File: config.mk
export PLATFORM = sky130hd
export DESIGN_NAME = uart_out_arbiter
export DESIGN_NICKNAME = d
export VERILOG_FILES = /design/src/rtl/uart_out_arbiter_pkg.sv /design/src/rtl/uart_out_arbiter_rr_pick.sv /design/src/rtl/uart_out_arbiter.sv
export SDC_FILE = /design/constraint.sdc
export NUM_CORES = 1
export LEC_CHECK = 0
export ABC_CLOCK_PERIOD_IN_PS = 4000
export CAP_MARGIN = 20
export CELL_PAD_IN_SITES_DETAIL_PLACEMENT = 1
export CELL_PAD_IN_SITES_GLOBAL_PLACEMENT = 1
export CORE_MARGIN = 2
export CORE_UTILIZATION = 35
export DETAILED_ROUTE_END_ITERATION = 7
export HOLD_SLACK_MARGIN = 0.12
export PLACE_DENSITY_LB_ADDON = 0.1
export SLEW_MARGIN = 10
export SYNTH_ARGS = -nofsm -noshare
export SYNTH_HDL_FRONTEND = slang
export SYNTH_HIERARCHICAL = 1
export SYNTH_SLANG_ARGS = --single-unit
File: constraint.sdc
create_clock -name clk -period 4 [get_ports clk]
set_input_delay 1.2 -clock clk [delete_from_list [all_inputs] [get_ports clk]]
set_output_delay 1.2 -clock clk [all_outputs]
set_load 0.1 [all_outputs]
File: src/rtl/uart_out_arbiter_pkg.sv
// Shared state encoding, constants and index helper for the UART transmit-port arbiter.
package uart_out_arbiter_pkg;

  typedef enum logic {
    ARB_IDLE = 1'b0,
    ARB_LOCK = 1'b1
  } arb_state_t;

  localparam logic [7:0] DEFAULT_EOL = 8'h0A;
  localparam int         IDX_W       = 2;

  // Next round-robin start position: the slot after idx, wrapping at nreq.
  function automatic logic [IDX_W-1:0] rr_next(input logic [IDX_W-1:0] idx, input int nreq);
    return (int'(idx) == nreq - 1) ? '0 : idx + IDX_W'(1);
  endfunction

endpackage

File: src/rtl/uart_out_arbiter_rr_pick.sv
// Combinational round-robin picker: first asserted request at or above ptr, wrapping at NREQ.
module rr_pick
  import uart_out_arbiter_pkg::*;
#(
  parameter int NREQ = 2
) (
  input  logic [NREQ-1:0]  req,
  input  logic [IDX_W-1:0] ptr,
  output logic [NREQ-1:0]  gnt,
  output logic [IDX_W-1:0] idx,
  output logic             any
);

  logic [NREQ-1:0] w_rot;

  // Rotate so that bit 0 is the requester at ptr; the lowest set bit then wins.
  assign w_rot = NREQ'({req, req} >> ptr);

  always_comb begin
    // NOTE: every output gets a default first so no path through the loop infers a latch.
    idx = '0;
    any = 1'b0;
    for (int k = NREQ - 1; k >= 0; k--) begin
      if (w_rot[k]) begin
        any = 1'b1;
        idx = IDX_W'((int'(ptr) + k) % NREQ);
      end
    end
  end

  assign gnt = any ? (NREQ'(1) << idx) : '0;

endmodule

File: src/rtl/uart_out_arbiter.sv
// Shares one UART TX character port between NREQ requesters with round-robin
// arbitration and per-line locking; back-pressures instead of dropping characters.
module uart_out_arbiter
  import uart_out_arbiter_pkg::*;
#(
  parameter int         NREQ         = 2,
  parameter int         LOCK_TIMEOUT = 64,
  parameter logic [7:0] EOL_CHAR     = DEFAULT_EOL
) (
  input  logic              clk,
  input  logic              rst,
  input  logic [NREQ-1:0]   req_valid,
  input  logic [8*NREQ-1:0] req_char,
  output logic [NREQ-1:0]   req_ready,
  output logic [7:0]        uart_io_char,
  output logic              uart_io_we,
  input  logic              uart_io_full,
  output logic              lock_active,
  output logic [1:0]        owner
);

  localparam int               CNT_W    = $clog2(LOCK_TIMEOUT) + 1;
  localparam logic [CNT_W-1:0] CNT_LAST = CNT_W'((LOCK_TIMEOUT > 0) ? LOCK_TIMEOUT - 1 : 0);
  localparam bit               LOCK_EN  = (LOCK_TIMEOUT > 0);

  arb_state_t       r_state;
  logic [IDX_W-1:0] r_owner;
  logic [IDX_W-1:0] r_rr_ptr;
  logic [CNT_W-1:0] r_idle_cnt;
  logic [7:0]       r_char;
  logic             r_we;

  logic             w_can_send;
  logic [NREQ-1:0]  w_pick_gnt;
  logic [IDX_W-1:0] w_pick_idx;
  logic             w_pick_any;
  logic [NREQ-1:0]  w_owner_oh;
  logic             w_owner_valid;
  logic [NREQ-1:0]  w_grant;
  logic             w_accept;
  logic [7:0]       w_char;
  logic             w_is_eol;

  rr_pick #(.NREQ(NREQ)) u_pick (
    .req (req_valid),
    .ptr (r_rr_ptr),
    .gnt (w_pick_gnt),
    .idx (w_pick_idx),
    .any (w_pick_any)
  );

  // The strobe cycle itself blocks a grant, which also hides the full flag's one-cycle lag.
  assign w_can_send    = ~uart_io_full & ~r_we;
  assign w_owner_oh    = NREQ'(1) << r_owner;
  assign w_owner_valid = |(req_valid & w_owner_oh);

  always_comb begin
    w_grant = '0;
    if (!rst && w_can_send) begin
      if (r_state == ARB_LOCK)
        w_grant = req_valid & w_owner_oh;
      else if (w_pick_any)
        w_grant = w_pick_gnt;
    end
  end

  always_comb begin
    w_char = '0;
    for (int i = 0; i < NREQ; i++)
      if (w_grant[i]) w_char = req_char[8*i +: 8];
  end

  assign w_accept = |w_grant;
  assign w_is_eol = (w_char == EOL_CHAR);

  // NOTE: state uses non-blocking assignments so every register samples pre-edge values.
  always_ff @(posedge clk) begin
    if (rst) begin
      r_state    <= ARB_IDLE;
      r_owner    <= '0;
      r_rr_ptr   <= '0;
      r_idle_cnt <= '0;
      r_char     <= '0;
      r_we       <= 1'b0;
    end else begin
      r_we <= w_accept;
      if (w_accept) r_char <= w_char;

      case (r_state)
        ARB_IDLE: begin
          if (w_accept) begin
            r_owner    <= w_pick_idx;
            r_rr_ptr   <= rr_next(w_pick_idx, NREQ);
            r_idle_cnt <= '0;
            r_state    <= (w_is_eol || !LOCK_EN) ? ARB_IDLE : ARB_LOCK;
          end
        end
        ARB_LOCK: begin
          // Only an absent owner counts as idle; stalling on a full FIFO does not.
          if (w_owner_valid) begin
            r_idle_cnt <= '0;
            if (w_accept && w_is_eol) r_state <= ARB_IDLE;
          end else if (r_idle_cnt == CNT_LAST) begin
            r_idle_cnt <= '0;
            r_state    <= ARB_IDLE;
          end else begin
            r_idle_cnt <= r_idle_cnt + CNT_W'(1);
          end
        end
        default: r_state <= ARB_IDLE;
      endcase
    end
  end

  assign req_ready    = w_grant;
  assign uart_io_char = r_char;
  assign uart_io_we   = r_we;
  assign lock_active  = (r_state == ARB_LOCK);
  assign owner        = 2'(r_owner);

endmodule

==> impl_metrics.py, run 1 <==
metrics = {
    "layout": {
        "area_delta_synth_final_pct": 39.68,
        "layoutNonFillerInstCount": 204,
        "multi_input_area_um2": 628.1,
        "register_area_um2": 420.4,
        "diodes": 0,
        "final_layout_size_suffix_gt1_share_pct": 9.942,
        "nets": 194,
        "nFillCells": 378,
    },
    "synthesis": {
        "syn_inst": 134,
        "synth_common_cells": "nand2_1, dfxtp_1, nor2_1, a311oi_1, o21ai_0",
        "synth.avg_cell_area_um2": 8.142,
        "synth_seq_area_share_pct": 38.53,
        "syn-cell-area_um2": 1091,
        "async_flop_share_pct": 0,
        "synth_top_area_cell": "dfxtp_1",
        "syn_nets": 156,
        "synth.most_common_cell": "nand2_1",
        "synth_area_leaders": "dfxtp_1, nand2_1, a311oi_1",
        "ys.flop_type": "dfxtp_1",
        "synth_top_area_share_pct": 38.53,
        "synth-warning-count": 6,
        "ys_seq_elements": 21,
        "synth_cell_type_count": 45,
        "synth_edf_count": 0,
    },
    "routing": {
        "drc": 0,
        "dr_total_vias": 1117,
        "routed_wl_um": 2961,
        "drt_iter0_drc": 12,
        "m1WireLength_um": 1309,
        "top_layer_used": "met4",
        "route.met3.wl_um": 152,
        "wl_met2_um": 1479,
        "wire_per_inst_um": 14.51,
        "ant_nets": 0,
        "dr.pass1.iters": 4,
        "viasPerCell": 5.475,
    },
    "die": {
        "row_count": 20,
        "dieWidth_um": 59.83,
        "start_util_pct": 36.33,
        "die-height_um": 59.83,
        "coreArea_um2": 3003,
        "dieArea_um2": 3580,
        "pin_count": 35,
    },
    "placed_design": {
        "io_buffer_count": 34,
        "dp_hpwl_um": 2377,
        "place.gp.congestion": 0.7513,
        "place_inst": 200,
        "place_worst_setup_slack_ns": 0.07964,
    },
    "clock_tree": {
        "worstSkewPairLatency_ns": 0.30,
        "numClockSinks": 21,
        "clock-root-buffer": "clkbuf_4",
        "cts_inserted_buffers": 3,
        "clkSlewWorstSetupHoldPaths_ns": 0.12,
        "cts.path.max_buffers": 2,
        "postCtsSetupBuffers": 0,
        "cts_hold_buffers": 0,
        "htree_levels": 1,
        "tritoncts": "done",
    },
    "worst_setup_path": {
        "slowest_delay_ns": 0.55,
        "r2r_start": "lock_active",
        "r2r_slack_ns": 2.16,
        "r2r_cells": 5,
        "endpoint_kind": "output pin",
        "start_kind": "input port",
        "path_cells": "clkdlybuf4s50_1 -> o21ai_1 -> and2_1 -> and3b_1 -> o21ai_2 -> clkinv_2 -> buf_12",
        "cp_top_family": "buffers and inverters",
        "r2r-end": "lock_active",
        "worst-path-max-fanout": 6,
        "path_depth": 7,
        "cp.required_ns": 2.80,
        "crit_start": "req_valid[1]",
        "endpoint": "req_ready[0]",
        "critPathKind": "input port to output pin",
        "worstPathArrival_ns": 2.65,
        "cpMaxStageDelayCell": "clkdlybuf4s50_1",
        "cp.buffers_inverters": 3,
    },
    "grt": {
        "grt_overflow": 0,
        "first_global_vias": 1087,
        "grt_pass1_wl_um": 4926,
        "antenna_found_initial": 0,
        "grt_max_degree": 19,
        "grtUsageTotal_pct": 18.38,
    },
    "run": {
        "drv_cap": 0,
    },
    "timing": {
        "period_minus_slack_ns": 3.851,
        "worst_pin_slew_ns": 0.9928,
        "drv_slew": 0,
        "fin_worst_skew_ns": 0.0006788,
        "tns_ns": 0,
        "setup_violations": 0,
        "max_freq_mhz": 259.7,
        "relSlewSlack_pct": 33.60,
        "hold-worst-slack_ns": 0.4885,
        "finalCritPeriodShare_pct": 96.26,
        "hold_viol": 0,
        "rsz0062_at_grt": "no",
        "worst_slack_ns": 0.1495,
    },
    "worst_hold_path": {
        "min_path_type": "register to register",
    },
    "power": {
        "p_per_area_nw_per_um2": 303.9,
        "vdd_drop_max_mv": 0.1094,
        "p_leak_nw": 0.5401,
    },
    "outcome": {
        "status": "finished clean",
    },
}
[placed cells by master, fill, tap and decap left out, drive strengths merged, types with 2 or more instances in the layout]
cell / count
and3b: 2
nor2: 16
a311oi: 8
mux2i: 3
o211ai: 4
buf: 7
nand4: 2
nor3: 2
a21boi: 2
nand2b: 2
o21a: 2
nor4: 2
nand2: 25
clkbuf: 4
o21ai: 8
or3: 3
dfxtp: 21
clkdlybuf4s50: 31
inv: 4
and3: 3
[cell families after synthesis]
kind of cell	share of synthesized area, %
multiplexers	2.752
AO/OA/AOI/OAI	20.07
buffers and inverters	4.242
XOR/XNOR	0.8029
AND/OR/NAND/NOR	32.11
adder cells (fa/ha/maj)	1.147
flip-flops	38.53
other	0.3437
[how the worst min path moves through the flow]
stage / to / startpoint / depth (start not counted) / slack, ns
final: r_idle_cnt[6] / r_idle_cnt[6] / 1 / 0.49
after global routing: r_idle_cnt[6] / r_idle_cnt[6] / 1 / 0.51
after CTS: r_idle_cnt[6] / r_idle_cnt[6] / 1 / 0.49
after detailed placement: r_idle_cnt[6] / r_idle_cnt[6] / 1 / 0.47
after global placement: r_idle_cnt[6] / r_idle_cnt[6] / 1 / 0.46
after floorplan: r_idle_cnt[6] / r_idle_cnt[6] / 1 / 0.44
[cell type report]
type                       count  share of cell area [%]
clock buffer                   4                   1.724
multi-input combinational    103                   41.22
inverter                       5                   1.314
tap                           33                   2.709
timing repair buffer          38                   25.45
sequential                    21                   27.59
[power breakdown]
group	switching (mW)	internal, mW
combinational	0.0861	0.0465
sequential	0.00662	0.217
clock	0.0680	0.0389
[sequential cells by signal, indices dropped and copies added (netlist names)]
signal        flops
uart_io_char      8
uart_io_we        1
r_rr_ptr          2
lock_active       1
owner             2
r_idle_cnt        7
[what timing repair did]
item | 4_1_cts | 5_1_grt
endpoints found under the setup margin | 0 | 1
resized for setup | 0 | 1
hold endpoints to repair | 0 | 0
[layer usage]
metal	global-route usage [%]	vias up
met5	0	-
met4	6.667	0
met3	4.113	2
met2	31.21	27
met1	22.59	526
li1	-	562
[worst register-to-register path, delay by kind of cell, from the launching register on]
kind | cells | cell delay (ns)
buffers and inverters | 1 | 0.20
AND/OR/NAND/NOR | 3 | 0.94
flip-flops | 1 | 0.53
AO/OA/AOI/OAI | 1 | 0.08
[through the flow]
stage	power, mW	cell area (um^2)	utilization (%)
2_1_floorplan	0.3119	1091	-
3_3_place_gp	0.3589	1494	49.75
3_5_place_dp	0.3607	1494	49.75
4_1_cts	0.4679	1520	50.63
5_1_grt	0.4859	1524	50.75
6_report	0.4631	1524	50.75
Power figures use the tool's default switching activity.
==> run 2: changes to the inputs <==
--- a/config.mk
+++ b/config.mk
@@ -12,6 +12,7 @@
 export CORE_MARGIN = 2
 export CORE_UTILIZATION = 35
 export DETAILED_ROUTE_END_ITERATION = 7
+export GPL_TIMING_DRIVEN = 0
 export HOLD_SLACK_MARGIN = 0.12
 export PLACE_DENSITY_LB_ADDON = 0.1
 export SLEW_MARGIN = 10
==> run 2 against run 1 <==
Sequential share of layout area fell by 0.068 points. Fmax fell by 2.0%. First-iteration DRC count grew 75%. Non-clock buffer count is 2 higher. Critical endpoint unchanged.
==> impl_metrics.py, run 2 (same netlist as run 1, synthesis figures left out) <==
metrics = {
    "timing": {
        "setup_violations": 0,
        "relSlewSlack_pct": 33.85,
        "tns_ns": 0,
        "period_minus_slack_ns": 3.930,
        "max_freq_mhz": 254.5,
        "fin_worst_skew_ns": 0.005049,
        "drv_slew": 0,
        "finalCritPeriodShare_pct": 98.24,
        "rsz0062_at_grt": "no",
        "worst_pin_slew_ns": 0.9892,
        "worst_slack_ns": 0.07024,
        "hold_viol": 0,
    },
    "layout": {
        "design_area_um2": 1528,
        "nets": 196,
        "diodes": 0,
        "final_cell_mix": "clkdlybuf4s50_1, nand2_1, dfxtp_1, nor2_1, a311oi_1",
        "largest_reg_flops": 8,
        "layout_commonest_cell": "clkdlybuf4s50_1",
        "final_layout_size_suffix_gt1_share_pct": 10.98,
        "area_delta_synth_final_pct": 40.02,
    },
    "grt": {
        "grt_max_degree": 13,
        "grt_overflow": 0,
        "grt_pass1_wl_um": 5223,
        "first_global_vias": 1165,
        "grtUsageTotal_pct": 19.64,
        "antenna_found_initial": 0,
    },
    "routing": {
        "routed_wl_um": 3047,
        "dr.pass1.iters": 4,
        "dr_total_vias": 1130,
        "ant_nets": 0,
        "wire_per_inst_um": 14.79,
        "viasPerCell": 5.485,
        "drc": 0,
        "drt_iter0_drc": 21,
    },
    "placed_design": {
        "placed_area_um2": 1463,
        "place_worst_setup_slack_ns": -1.018,
        "dp_hpwl_um": 2401,
        "io_buffer_count": 33,
        "place.gp.congestion": 0.7328,
    },
    "power": {
        "vdd_drop_max_mv": 0.1578,
        "p_leak_nw": 0.5440,
        "p_per_area_nw_per_um2": 302.6,
        "design_power_total_mw": 0.4623,
    },
    "clock_tree": {
        "clock-root-buffer": "clkbuf_4",
        "tritoncts": "done",
        "htree_levels": 1,
        "clkSlewWorstSetupHoldPaths_ns": 0.12,
        "cts.path.max_buffers": 2,
        "cts_inserted_buffers": 3,
        "numClockSinks": 21,
        "worstSkewPairLatency_ns": 0.31,
    },
    "worst_hold_path": {
        "min_path_type": "register to register",
    },
    "die": {
        "pin_count": 35,
        "die-height_um": 59.83,
        "row_count": 20,
        "dieWidth_um": 59.83,
        "start_util_pct": 36.33,
        "coreArea_um2": 3003,
        "dieArea_um2": 3580,
    },
    "worst_setup_path": {
        "critPathKind": "input port to output pin",
        "cp.required_ns": 2.80,
        "endpoint_kind": "output pin",
        "worstPathArrival_ns": 2.73,
        "r2r_slack_ns": 2.24,
        "worst-path-max-fanout": 9,
        "start_kind": "input port",
    },
    "run": {
        "drv_cap": 0,
    },
    "outcome": {
        "status": "finished clean",
    },
}
run 2: cell type report:
| class | instances | area (um^2) |
|---|---|---|
| fill | 377 | 1475 |
| multi-input combinational | 103 | 636.9 |
| sequential | 21 | 420.4 |
| timing repair buffer | 35 | 346.6 |
| tap | 33 | 41.29 |
| buffer | 5 | 31.28 |
| inverter | 5 | 23.77 |
| clock buffer | 3 | 22.52 |
| clock inverter | 1 | 5.005 |
run 2: routing by layer:
layer / GRT usage, % / up-vias / share of wire [%]
li1: - / 560 / -
met1: 23.41 / 539 / 44
met2: 34.16 / 27 / 50
met3: 4.113 / 4 / 5.1
met4: 7.619 / 0 / 1.3
met5: 0 / - / 0
run 2: path summary, 6_finish.rpt:
check | from | end | cells after the start
hold reg to reg | r_idle_cnt[6] | r_idle_cnt[6] | 1
hold / removal | r_idle_cnt[6] | r_idle_cnt[6] | 1
setup reg to reg | r_rr_ptr[0] | uart_io_char[7] | 8
setup / recovery | req_valid[0] | req_ready[0] | 7
run 2: report_power, final:
group | internal, mW | total [mW] | switching, mW
clock network | 0.0374 | 0.106 | 0.0689
logic | 0.0452 | 0.132 | 0.0872
registers | 0.217 | 0.224 | 0.00659
total | 0.300 | 0.462 | 0.163
run 2: metrics by stage:
stage               instances  utilization [%]  hold slack, ns
floorplan                 134                -          0.4432
global placement          200            48.71          0.4624
detailed placement        200            48.71          0.4642
CTS                       206            50.71          0.4888
global route              206            50.88          0.4998
finish                    206            50.88          0.4880
run 2: critical path, stage by stage:
cell             delay, ns
clkdlybuf4s50_1       0.50
a21o_1                0.23
and3b_1               0.20
o21ai_1               0.17
buf_4                 0.16
clkinv_4              0.08
buf_6                 0.19
run 2: timing repair:
action / 4_1_cts / 5_1_grt
resized for setup: 19 / 1
hold buffers: 0 / 0
pin swaps: 1 / 0
endpoints found under the hold margin: 0 / 0
setup endpoints to repair: 2 / 2
buffers inserted: 2 / 0
